[src/rtl/blockram_fifo_controller_pkg.sv]
// Shared definitions for the block-RAM FIFO controller.
//   BYTE_LEN_IN_BITS : bits per RAM byte lane (sets the byte-enable width)
//   buf_op_e         : push/pop encoding used by the output skid buffer
package blockram_fifo_controller_pkg;

    localparam int unsigned BYTE_LEN_IN_BITS = 8;

    // Encoded as {push, pop} so the pair of strobes can be cast directly.
    typedef enum logic [1:0] {
        BufIdle    = 2'b00,
        BufPop     = 2'b01,
        BufPush    = 2'b10,
        BufPushPop = 2'b11
    } buf_op_e;

endpackage

[src/rtl/fifo_skid_buffer.sv]
// Two-entry register FIFO that absorbs the block RAM read latency.
//   clk_in, reset_in : clock, asynchronous active-high reset
//   push_in/push_data_in : write one entry
//   pop_in           : drop the head entry
//   count_out        : occupancy 0..2
//   head_out         : oldest entry (registered, zero when empty after reset)
module fifo_skid_buffer
    import blockram_fifo_controller_pkg::*;
#(
    parameter int unsigned SINGLE_ENTRY_WIDTH_IN_BITS = 64
) (
    input  logic                                  clk_in,
    input  logic                                  reset_in,
    input  logic                                  push_in,
    input  logic [SINGLE_ENTRY_WIDTH_IN_BITS-1:0] push_data_in,
    input  logic                                  pop_in,
    output logic [1:0]                            count_out,
    output logic [SINGLE_ENTRY_WIDTH_IN_BITS-1:0] head_out
);

    logic [SINGLE_ENTRY_WIDTH_IN_BITS-1:0] entry_q [2];
    logic [SINGLE_ENTRY_WIDTH_IN_BITS-1:0] entry_d [2];
    logic [1:0]                            count_q, count_d;
    buf_op_e                               op;

    assign op = buf_op_e'({push_in, pop_in});

    // Entry 0 is always the head; a pop shifts entry 1 down.
    always_comb begin
        entry_d = entry_q;
        count_d = count_q;
        unique case (op)
            BufIdle: ;
            BufPush: begin
                entry_d[count_q[0]] = push_data_in;
                count_d             = count_q + 2'd1;
            end
            BufPop: begin
                entry_d[0] = entry_q[1];
                count_d    = count_q - 2'd1;
            end
            BufPushPop: begin
                if (count_q == 2'd2) begin
                    entry_d[0] = entry_q[1];
                    entry_d[1] = push_data_in;
                end else begin
                    entry_d[0] = push_data_in;
                end
            end
        endcase
    end

    always_ff @(posedge clk_in or posedge reset_in) begin
        if (reset_in) begin
            entry_q[0] <= '0;
            entry_q[1] <= '0;
            count_q    <= '0;
        end else begin
            entry_q <= entry_d;
            count_q <= count_d;
        end
    end

    assign count_out = count_q;
    assign head_out  = entry_q[0];

    push_no_overflow: assert property (@(posedge clk_in) disable iff (reset_in)
        !(push_in && !pop_in && count_q == 2'd2));
    pop_no_underflow: assert property (@(posedge clk_in) disable iff (reset_in)
        !(pop_in && count_q == 2'd0));

endmodule

[src/rtl/blockram_fifo_controller.sv]
// Valid/ack FIFO controller driving an external byte-masked, read-first,
// single-cycle-latency dual-port block RAM, with a 2-entry output skid buffer.
//   Producer side : request_valid_in, request_in, issue_ack_out
//   Consumer side : request_valid_out, request_out, issue_ack_in
//   RAM write     : ram_write_access_en_out, ram_write_en_out, _set_addr_out, _data_out
//   RAM read      : ram_read_access_en_out, ram_read_set_addr_out, ram_read_data_in
//   Status        : fifo_count_out, full_out, empty_out
// Optional macro BLOCKRAM_FIFO_BYPASS_EN: when the RAM path is empty, enqueued
// entries go straight into the skid buffer (1-cycle enqueue-to-valid latency).
module blockram_fifo_controller
    import blockram_fifo_controller_pkg::*;
#(
    parameter int unsigned SINGLE_ENTRY_WIDTH_IN_BITS = 64,
    parameter int unsigned NUM_SET                    = 64,
    parameter int unsigned SET_PTR_WIDTH_IN_BITS      = $clog2(NUM_SET),
    parameter int unsigned WRITE_MASK_LEN             = SINGLE_ENTRY_WIDTH_IN_BITS / BYTE_LEN_IN_BITS
) (
    input  logic                                  clk_in,
    input  logic                                  reset_in,
    input  logic                                  request_valid_in,
    input  logic [SINGLE_ENTRY_WIDTH_IN_BITS-1:0] request_in,
    output logic                                  issue_ack_out,
    output logic                                  request_valid_out,
    output logic [SINGLE_ENTRY_WIDTH_IN_BITS-1:0] request_out,
    input  logic                                  issue_ack_in,
    output logic                                  ram_write_access_en_out,
    output logic [WRITE_MASK_LEN-1:0]             ram_write_en_out,
    output logic [SET_PTR_WIDTH_IN_BITS-1:0]      ram_write_set_addr_out,
    output logic [SINGLE_ENTRY_WIDTH_IN_BITS-1:0] ram_write_data_out,
    output logic                                  ram_read_access_en_out,
    output logic [SET_PTR_WIDTH_IN_BITS-1:0]      ram_read_set_addr_out,
    input  logic [SINGLE_ENTRY_WIDTH_IN_BITS-1:0] ram_read_data_in,
    output logic [SET_PTR_WIDTH_IN_BITS+1:0]      fifo_count_out,
    output logic                                  full_out,
    output logic                                  empty_out
);

    localparam int unsigned CntW = SET_PTR_WIDTH_IN_BITS + 2;
    localparam logic [SET_PTR_WIDTH_IN_BITS:0] RamFull = NUM_SET[SET_PTR_WIDTH_IN_BITS:0];
    localparam logic [SET_PTR_WIDTH_IN_BITS-1:0] PtrOne = SET_PTR_WIDTH_IN_BITS'(1);
    localparam logic [SET_PTR_WIDTH_IN_BITS:0] RamCntOne = (SET_PTR_WIDTH_IN_BITS + 1)'(1);

    logic [SET_PTR_WIDTH_IN_BITS-1:0] wr_ptr_q, wr_ptr_d, rd_ptr_q, rd_ptr_d;
    logic [SET_PTR_WIDTH_IN_BITS:0]   ram_count_q, ram_count_d;
    logic                             inflight_q, inflight_d;

    logic                                  enq, deq, bypass, ram_wr, issue_rd;
    logic [1:0]                            buf_count;
    logic                                  buf_push;
    logic [SINGLE_ENTRY_WIDTH_IN_BITS-1:0] buf_push_data;

    assign full_out      = (ram_count_q == RamFull);
    assign issue_ack_out = !full_out && !reset_in;
    assign enq           = request_valid_in && issue_ack_out;
    assign deq           = request_valid_out && issue_ack_in;

    always_comb begin
`ifdef BLOCKRAM_FIFO_BYPASS_EN
        // Only bypass when nothing older is in the RAM or in flight, so order holds.
        bypass = enq && (ram_count_q == '0) && !inflight_q &&
                 ({1'b0, buf_count} < (3'd2 + {2'b0, deq}));
`else
        bypass = 1'b0;
`endif
        ram_wr = enq && !bypass;
        // Registered ram_count: a word written this cycle is never read this cycle,
        // which keeps the read-first RAM from returning stale data.
        issue_rd = (ram_count_q != '0) &&
                   (({1'b0, buf_count} + {2'b0, inflight_q}) <= (3'd1 + {2'b0, deq}));
    end

    always_comb begin
        wr_ptr_d    = wr_ptr_q;
        rd_ptr_d    = rd_ptr_q;
        ram_count_d = ram_count_q;
        inflight_d  = issue_rd;
        if (ram_wr) wr_ptr_d = wr_ptr_q + PtrOne;
        if (issue_rd) rd_ptr_d = rd_ptr_q + PtrOne;
        if (ram_wr && !issue_rd) begin
            ram_count_d = ram_count_q + RamCntOne;
        end else if (!ram_wr && issue_rd) begin
            ram_count_d = ram_count_q - RamCntOne;
        end
    end

    always_ff @(posedge clk_in or posedge reset_in) begin
        if (reset_in) begin
            wr_ptr_q    <= '0;
            rd_ptr_q    <= '0;
            ram_count_q <= '0;
            inflight_q  <= 1'b0;
        end else begin
            wr_ptr_q    <= wr_ptr_d;
            rd_ptr_q    <= rd_ptr_d;
            ram_count_q <= ram_count_d;
            inflight_q  <= inflight_d;
        end
    end

    // Returning RAM data and bypassed entries are mutually exclusive (bypass needs !inflight).
    assign buf_push      = inflight_q || bypass;
    assign buf_push_data = inflight_q ? ram_read_data_in : request_in;

    fifo_skid_buffer #(
        .SINGLE_ENTRY_WIDTH_IN_BITS(SINGLE_ENTRY_WIDTH_IN_BITS)
    ) u_skid (
        .clk_in       (clk_in),
        .reset_in     (reset_in),
        .push_in      (buf_push),
        .push_data_in (buf_push_data),
        .pop_in       (deq),
        .count_out    (buf_count),
        .head_out     (request_out)
    );

    assign request_valid_out = (buf_count != 2'd0);

    assign ram_write_access_en_out = ram_wr;
    assign ram_write_en_out        = {WRITE_MASK_LEN{ram_wr}};
    assign ram_write_set_addr_out  = wr_ptr_q;
    assign ram_write_data_out      = request_in;
    assign ram_read_access_en_out  = issue_rd;
    assign ram_read_set_addr_out   = rd_ptr_q;

    assign fifo_count_out = {1'b0, ram_count_q} + {{(CntW-1){1'b0}}, inflight_q} +
                            {{(CntW-2){1'b0}}, buf_count};
    assign empty_out      = (fifo_count_out == '0);

endmodule

[config.mk]
export PLATFORM = sky130hd
export DESIGN_NAME = blockram_fifo_controller
export DESIGN_NICKNAME = d
export VERILOG_FILES = /design/src/rtl/blockram_fifo_controller_pkg.sv /design/src/rtl/fifo_skid_buffer.sv /design/src/rtl/blockram_fifo_controller.sv
export SDC_FILE = /design/constraint.sdc
export NUM_CORES = 1
export LEC_CHECK = 0
export CAP_MARGIN = 20
export CORE_ASPECT_RATIO = 1.2
export CORE_MARGIN = 4
export CORE_UTILIZATION = 46
export CTS_CLUSTER_SIZE = 30
export DETAILED_ROUTE_END_ITERATION = 12
export PLACE_DENSITY = 0.81
export SYNTH_ARGS = -nofsm -noshare
export SYNTH_HDL_FRONTEND = slang
export SYNTH_SLANG_ARGS = --single-unit
export TNS_END_PERCENT = 10
[constraint.sdc]
create_clock -name clk_in -period 6.45 [get_ports clk_in]
set_clock_uncertainty 0.1 [all_clocks]
set_input_delay 0.9675 -clock clk_in [delete_from_list [all_inputs] [get_ports clk_in]]
set_output_delay 0.9675 -clock clk_in [all_outputs]
set_load 0.01 [all_outputs]
==> flow_summary.json, run 1 <==
{
  "status": "finished, final reports clean",
  "dieArea_um2": 21000,
  "power_mw": 6.21,
  "busiest_layer": "met2",
  "ys_seq_area_share_pct": 43.5,
  "io_buffers": 293,
  "htree_levels": 4,
  "vias": 6176,
  "drv_slew": 0,
  "yosysWarnings": 0,
  "drc": 0,
  "seqPwrFrac_pct": 29.5,
  "gp_congestion": 0.795,
  "synth.avg_cell_area_um2": 10.9,
  "dp_hpwl_um": 14500,
  "cts_tree": "done",
  "ctsRootBufferMaster": "clkbuf_16",
  "grt_usage_pct": 19.1,
  "synth_top_cell_area_share_pct": 43.5,
  "cp_data_arrival_time_ns": 3.89,
  "max_freq_mhz": 202,
  "finalSetupTns_ns": 0,
  "synth_edf_count": 0,
  "rsz0062_at_grt": "false",
  "hold_buffers": 0,
  "combPwrFrac_pct": 54.6,
  "use_met1_pct": 22.9,
  "detail-route-antenna-nets": 0,
  "antenna_found_initial": 0,
  "syn_nets": 941,
  "finalInstanceArea_um2": 11200,
  "final-hold-violation-count": 0,
  "antenna_cells": 0,
  "p_leak_nw": 4.56,
  "die_w_um": 133,
  "max-cap-violations": 0,
  "relSlewSlack_pct": 36.0,
  "dr.pass1.iters": 5,
  "clockPowerShare_pct": 16.0,
  "grt_pass1_wl_um": 32400,
  "vdd_ir_drop_max_mv": 0.635,
  "cp-end-kind": "output port",
  "synthTopCellsByArea": "dfrtp_1 (44%), mux2_2 (17%), buf_4 (13%), a22oi_1 (5.7%), a21oi_1 (4.0%)",
  "grt_use_met2_pct": 34.1,
  "start_util_pct": 47.1,
  "mostFrequentLayoutCell": "clkdlybuf4s50_1",
  "hold_path.class": "flop to flop",
  "tightestPinTransition_ns": 0.957,
  "crit_path_start_kind": "flop",
  "p_int_mw": 3.79,
  "yosysTopAreaCell": "dfrtp_1",
  "overflow": 0,
  "synthesis.area_um2": 8620,
  "post-route-min-period_ns": 4.96,
  "cts_setup_buffers": 0,
  "avgViaCountPerCell": 5.19,
  "fill_cells": 1515,
  "path_class": "flop to output port",
  "postLayoutSetupSlackWorst_ns": 1.49,
  "pre_cts_slack_ns": 1.47,
  "grt_max_degree": 102,
  "p_switching_mw": 2.42,
  "synth_cells": 789,
  "mostFrequentLayoutCells": "clkdlybuf4s50_1 (293), dfrtp_1 (149), mux2_2 (132)",
  "cp_max_fo": 35,
  "ys_types": 44,
  "core_area_um2": 18300,
  "num-nets-final": 1077,
  "drt-total-wl_um": 20600,
  "path_clk_slew_ns": 0.06,
  "syn_to_final_growth_pct": 30.1,
  "place_area_um2": 10600,
  "cts.sinks": 150,
  "ctsResizeCount": 0,
  "cp.required_ns": 5.38,
  "cts_buffers": 17,
  "power_density_nw_per_um2": 553,
  "layout-drive-gt1-share_pct": 19.4,
  "switching_share_pct": 39.0,
  "synthFlopType": "dfrtp_1",
  "utilization_pct": 61.3,
  "fin_crit_sh_pct": 76.9,
  "ys_seq_elements": 150,
  "use_met3_pct": 3.72,
  "synthArstFlopShare_pct": 100,
  "drt_iter0_drc": 372,
  "placementRows": 54,
  "grt_pass1_vias": 6299,
  "setup_violations": 0,
  "die_h_um": 158,
  "clk-insertion-delay-late_ns": 0.41,
  "avgRoutedWirePerCell_um": 17.3,
  "ios": 294,
  "clock_path_buffers": 2
}
## flip-flops by register name, indices dropped and copies added (netlist names)
signal / cells
buf_push: 1
u_skid.entry_q: 64
ram_write_set_addr_out: 6
ram_read_set_addr_out: 6
u_skid.head_out: 64
ram_count_q: 7
u_skid.count_out: 2
## per-stage QoR
stage	hold slack (ns)	std cells
floorplan	0.381	789
global placement	0.366	1158
detailed placement	0.365	1158
CTS	0.384	1189
global route	0.407	1189
finish	0.383	1189
## synth_stat cells, types with 4 or more instances
master / count
buf_2: 10
xnor2_1: 17
buf_4: 149
buf_6: 7
nand2_1: 7
clkbuf_1: 16
nand3b_1: 5
a21oi_1: 69
inv_1: 14
mux2_2: 132
dfrtp_1: 150
xor2_1: 7
nand4_1: 4
fa_1: 4
nor2_1: 72
o21ai_0: 6
a22oi_1: 65
nand3_1: 5
ha_1: 16
## power groups by stage
stage	clock network (mW)	logic, mW	registers (mW)
floorplan	0	2.64	1.72
global placement	0	3.31	1.82
detailed placement	0	3.40	1.84
CTS	1.01	3.42	1.83
global route	1.05	3.72	1.91
finish	0.991	3.39	1.83
## path summary, 6_finish.rpt
| check | cells past startpoint | slack, ns | from | to |
|---|---|---|---|---|
| setup / recovery | 7 | 1.49 | buf_push | empty_out |
| hold / removal | 1 | 0.38 | ram_read_set_addr_out[5] | ram_read_set_addr_out[5] |
| setup reg to reg | 12 | 2.07 | buf_push | ram_count_q[6] |
| hold reg to reg | 1 | 0.38 | ram_read_set_addr_out[5] | ram_read_set_addr_out[5] |
| max in group asynchronous | 3 | 3.85 | reset_in | buf_push |
| min in group asynchronous | 2 | 1.10 | reset_in | ram_write_set_addr_out[5] |
## per-layer routing
metal  vias up  share of wire, %
met2       198                53
met3        32               4.8
li1       2905                 -
met1      3041                40
met4         0               2.5
met5         -                 0
## layout make-up
| type | instances | area, um^2 | share of cell area [%] |
|---|---|---|---|
| Tap cell | 252 | 315 | 2.81 |
| Clock inverter | 13 | 149 | 1.33 |
| Multi-Input combinational cell | 442 | 3520 | 31.4 |
| Timing Repair Buffer | 300 | 2990 | 26.6 |
| Inverter | 14 | 57.6 | 0.513 |
| Sequential cell | 150 | 3750 | 33.5 |
| Clock buffer | 18 | 439 | 3.91 |
## cell families after synthesis
family,share of synthesized area [%]
buf+inv,15.8
compound gates,11.3
flops,43.5
mux,17.2
simple gates,6.37
xor+xnor,2.44
fa+ha+maj,3.25
## worst max-delay path, cell delays in order (launching register included)
cell             delay, ns
dfrtp_2               0.84
inv_1                 0.21
fa_1                  0.45
fa_1                  0.46
nor4bb_1              0.35
xor2_1                0.14
nor4_1                0.40
clkdlybuf4s50_1       0.61
(Power assumes the default switching activity.)
==> inputs of run 2 (changes only) <==
- clock period: 6.45 -> 4.9 ns (I/O delays scaled with it)
==> run 2 against run 1 <==
Against the previous run: die area stayed put; clock power is 30% higher; utilization is 0.33 points higher; critical endpoint unchanged; largest cell class unchanged; highest routed layer unchanged.
==> flow_summary.json, run 2 (synthesized netlist as in run 1, its figures left out) <==
{
  "status": "finished, final reports clean",
  "dp_hpwl_um": 14900,
  "rsz0062_at_grt": "false",
  "postLayoutSetupSlackWorst_ns": 0.672,
  "mostFrequentLayoutCell": "clkdlybuf4s50_1",
  "path_clk_slew_ns": 0.06,
  "crit_path_start_kind": "flop",
  "utilization_pct": 61.6,
  "multiInputGateArea_um2": 3520,
  "drc": 0,
  "tightestPinTransition_ns": 0.875,
  "critical-path-slowest-cell": "clkdlybuf4s50_1",
  "hold_path.class": "flop to flop",
  "avgRoutedWirePerCell_um": 17.3,
  "placementRows": 54,
  "gp_congestion": 0.794,
  "cp_max_fo": 8,
  "cp_common_cell": "fa_1",
  "hold_buffers": 0,
  "path_class": "flop to output port",
  "num-nets-final": 1081,
  "drt_iter0_drc": 306,
  "ctsResizeCount": 0,
  "cp_data_arrival_time_ns": 3.39,
  "dieArea_um2": 21000,
  "ios": 294,
  "grt_pass1_wl_um": 32200,
  "syn_to_final_growth_pct": 30.8,
  "grt_usage_pct": 19.0,
  "antenna_cells": 0,
  "clk-insertion-delay-late_ns": 0.41,
  "clock_path_buffers": 2,
  "crit_chain": "inv_1 > fa_1 > fa_1 > nor4bb_1 > xor2_1 > nor4_1 > clkdlybuf4s50_1",
  "relSlewSlack_pct": 41.5,
  "slowest_delay_ns": 0.59,
  "max-cap-violations": 0,
  "antenna_found_initial": 0,
  "vdd_ir_drop_max_mv": 0.696,
  "drv_slew": 0,
  "drt-total-wl_um": 20700,
  "die_w_um": 133,
  "pre_cts_slack_ns": 0.378,
  "post-route-min-period_ns": 4.23,
  "setup_violations": 0,
  "cts_buffers": 17,
  "fin_crit_sh_pct": 86.3,
  "detail-route-antenna-nets": 0,
  "grt_pass1_vias": 6333,
  "fill_cells": 1484,
  "regArea_um2": 3750,
  "vias": 6186,
  "power_density_nw_per_um2": 730,
  "overflow": 0,
  "cp.required_ns": 4.07,
  "dr.pass1.iters": 5,
  "grt_max_degree": 79,
  "layout-drive-gt1-share_pct": 19.6,
  "avgViaCountPerCell": 5.18,
  "start_util_pct": 47.1,
  "final-hold-violation-count": 0,
  "core_area_um2": 18300,
  "io_buffers": 293,
  "htree_levels": 4,
  "cts.sinks": 150,
  "die_h_um": 158,
  "cts_tree": "done",
  "max_freq_mhz": 237,
  "cp-end-kind": "output port",
  "p_leak_nw": 4.57,
  "ctsRootBufferMaster": "clkbuf_16",
  "mostFrequentLayoutCells": "clkdlybuf4s50_1 (293), dfrtp_1 (149), mux2_2 (132)",
  "finalSetupTns_ns": 0,
  "cts_setup_buffers": 0
}
## run 2: cell count changes in the layout (fill, tap and decap cells not counted), sizes merged
cell	previous run	this run
clkinv	5	2
clkinvlp	2	5
buf	7	11
clkbuf	18	19
## run 2: path summary, 6_finish.rpt
check                                                 end  cells after the start                       from  slack (ns)
worst max-delay path                            empty_out                      7        u_skid.count_out[0]        0.67
worst min-delay path            ram_write_set_addr_out[5]                      1  ram_write_set_addr_out[5]        0.38
worst max register to register             ram_count_q[6]                     15        u_skid.count_out[0]        0.78
worst min register to register  ram_write_set_addr_out[5]                      1  ram_write_set_addr_out[5]        0.38
max in group asynchronous             u_skid.head_out[34]                      3                   reset_in        3.04
min in group asynchronous       ram_write_set_addr_out[3]                      2                   reset_in        0.80
## run 2: power breakdown
| part | total [mW] | switching, mW | internal (mW) |
|---|---|---|---|
| Combinational | 4.58 | 2.23 | 2.34 |
| Clock | 1.29 | 0.531 | 0.758 |
| Sequential | 2.37 | 0.443 | 1.93 |
## run 2: area by class of cell
cell class | count | area share (%)
flip-flops and latches | 150 | 33.3
multi-input cells | 442 | 31.2
repair buffers | 304 | 27.1
clock buffers | 19 | 3.84
well taps | 252 | 2.80
clock inverters | 13 | 1.32
inverters | 14 | 0.510
## run 2: critical path, delay by kind of cell (launching register included)
kind / cells / cell delay, ns
adder cells (fa/ha/maj): 2 / 0.91
AND/OR/NAND/NOR: 2 / 0.66
flip-flops: 1 / 0.54
XOR/XNOR: 1 / 0.14
buffers and inverters: 2 / 0.72
## run 2: routing by layer
| layer | part of all wire [%] | vias up | track usage [%] |
|---|---|---|---|
| li1 | - | 2900 | - |
| met1 | 39 | 3039 | 22.2 |
| met2 | 53 | 210 | 34.5 |
| met3 | 5.6 | 37 | 3.81 |
| met4 | 2.6 | 0 | 7.38 |
| met5 | 0 | - | 0 |
## run 2: through the flow
step | cell area (um^2) | power [mW] | cells | hold WS, ns
after global placement | 10700 | 6.81 | 1162 | 0.363
final | 11300 | 8.24 | 1194 | 0.383
after CTS | 11300 | 8.32 | 1194 | 0.393
after floorplan | 8620 | 5.74 | 789 | 0.381
after detailed placement | 10700 | 6.99 | 1162 | 0.384
after global routing | 11300 | 8.82 | 1194 | 0.402
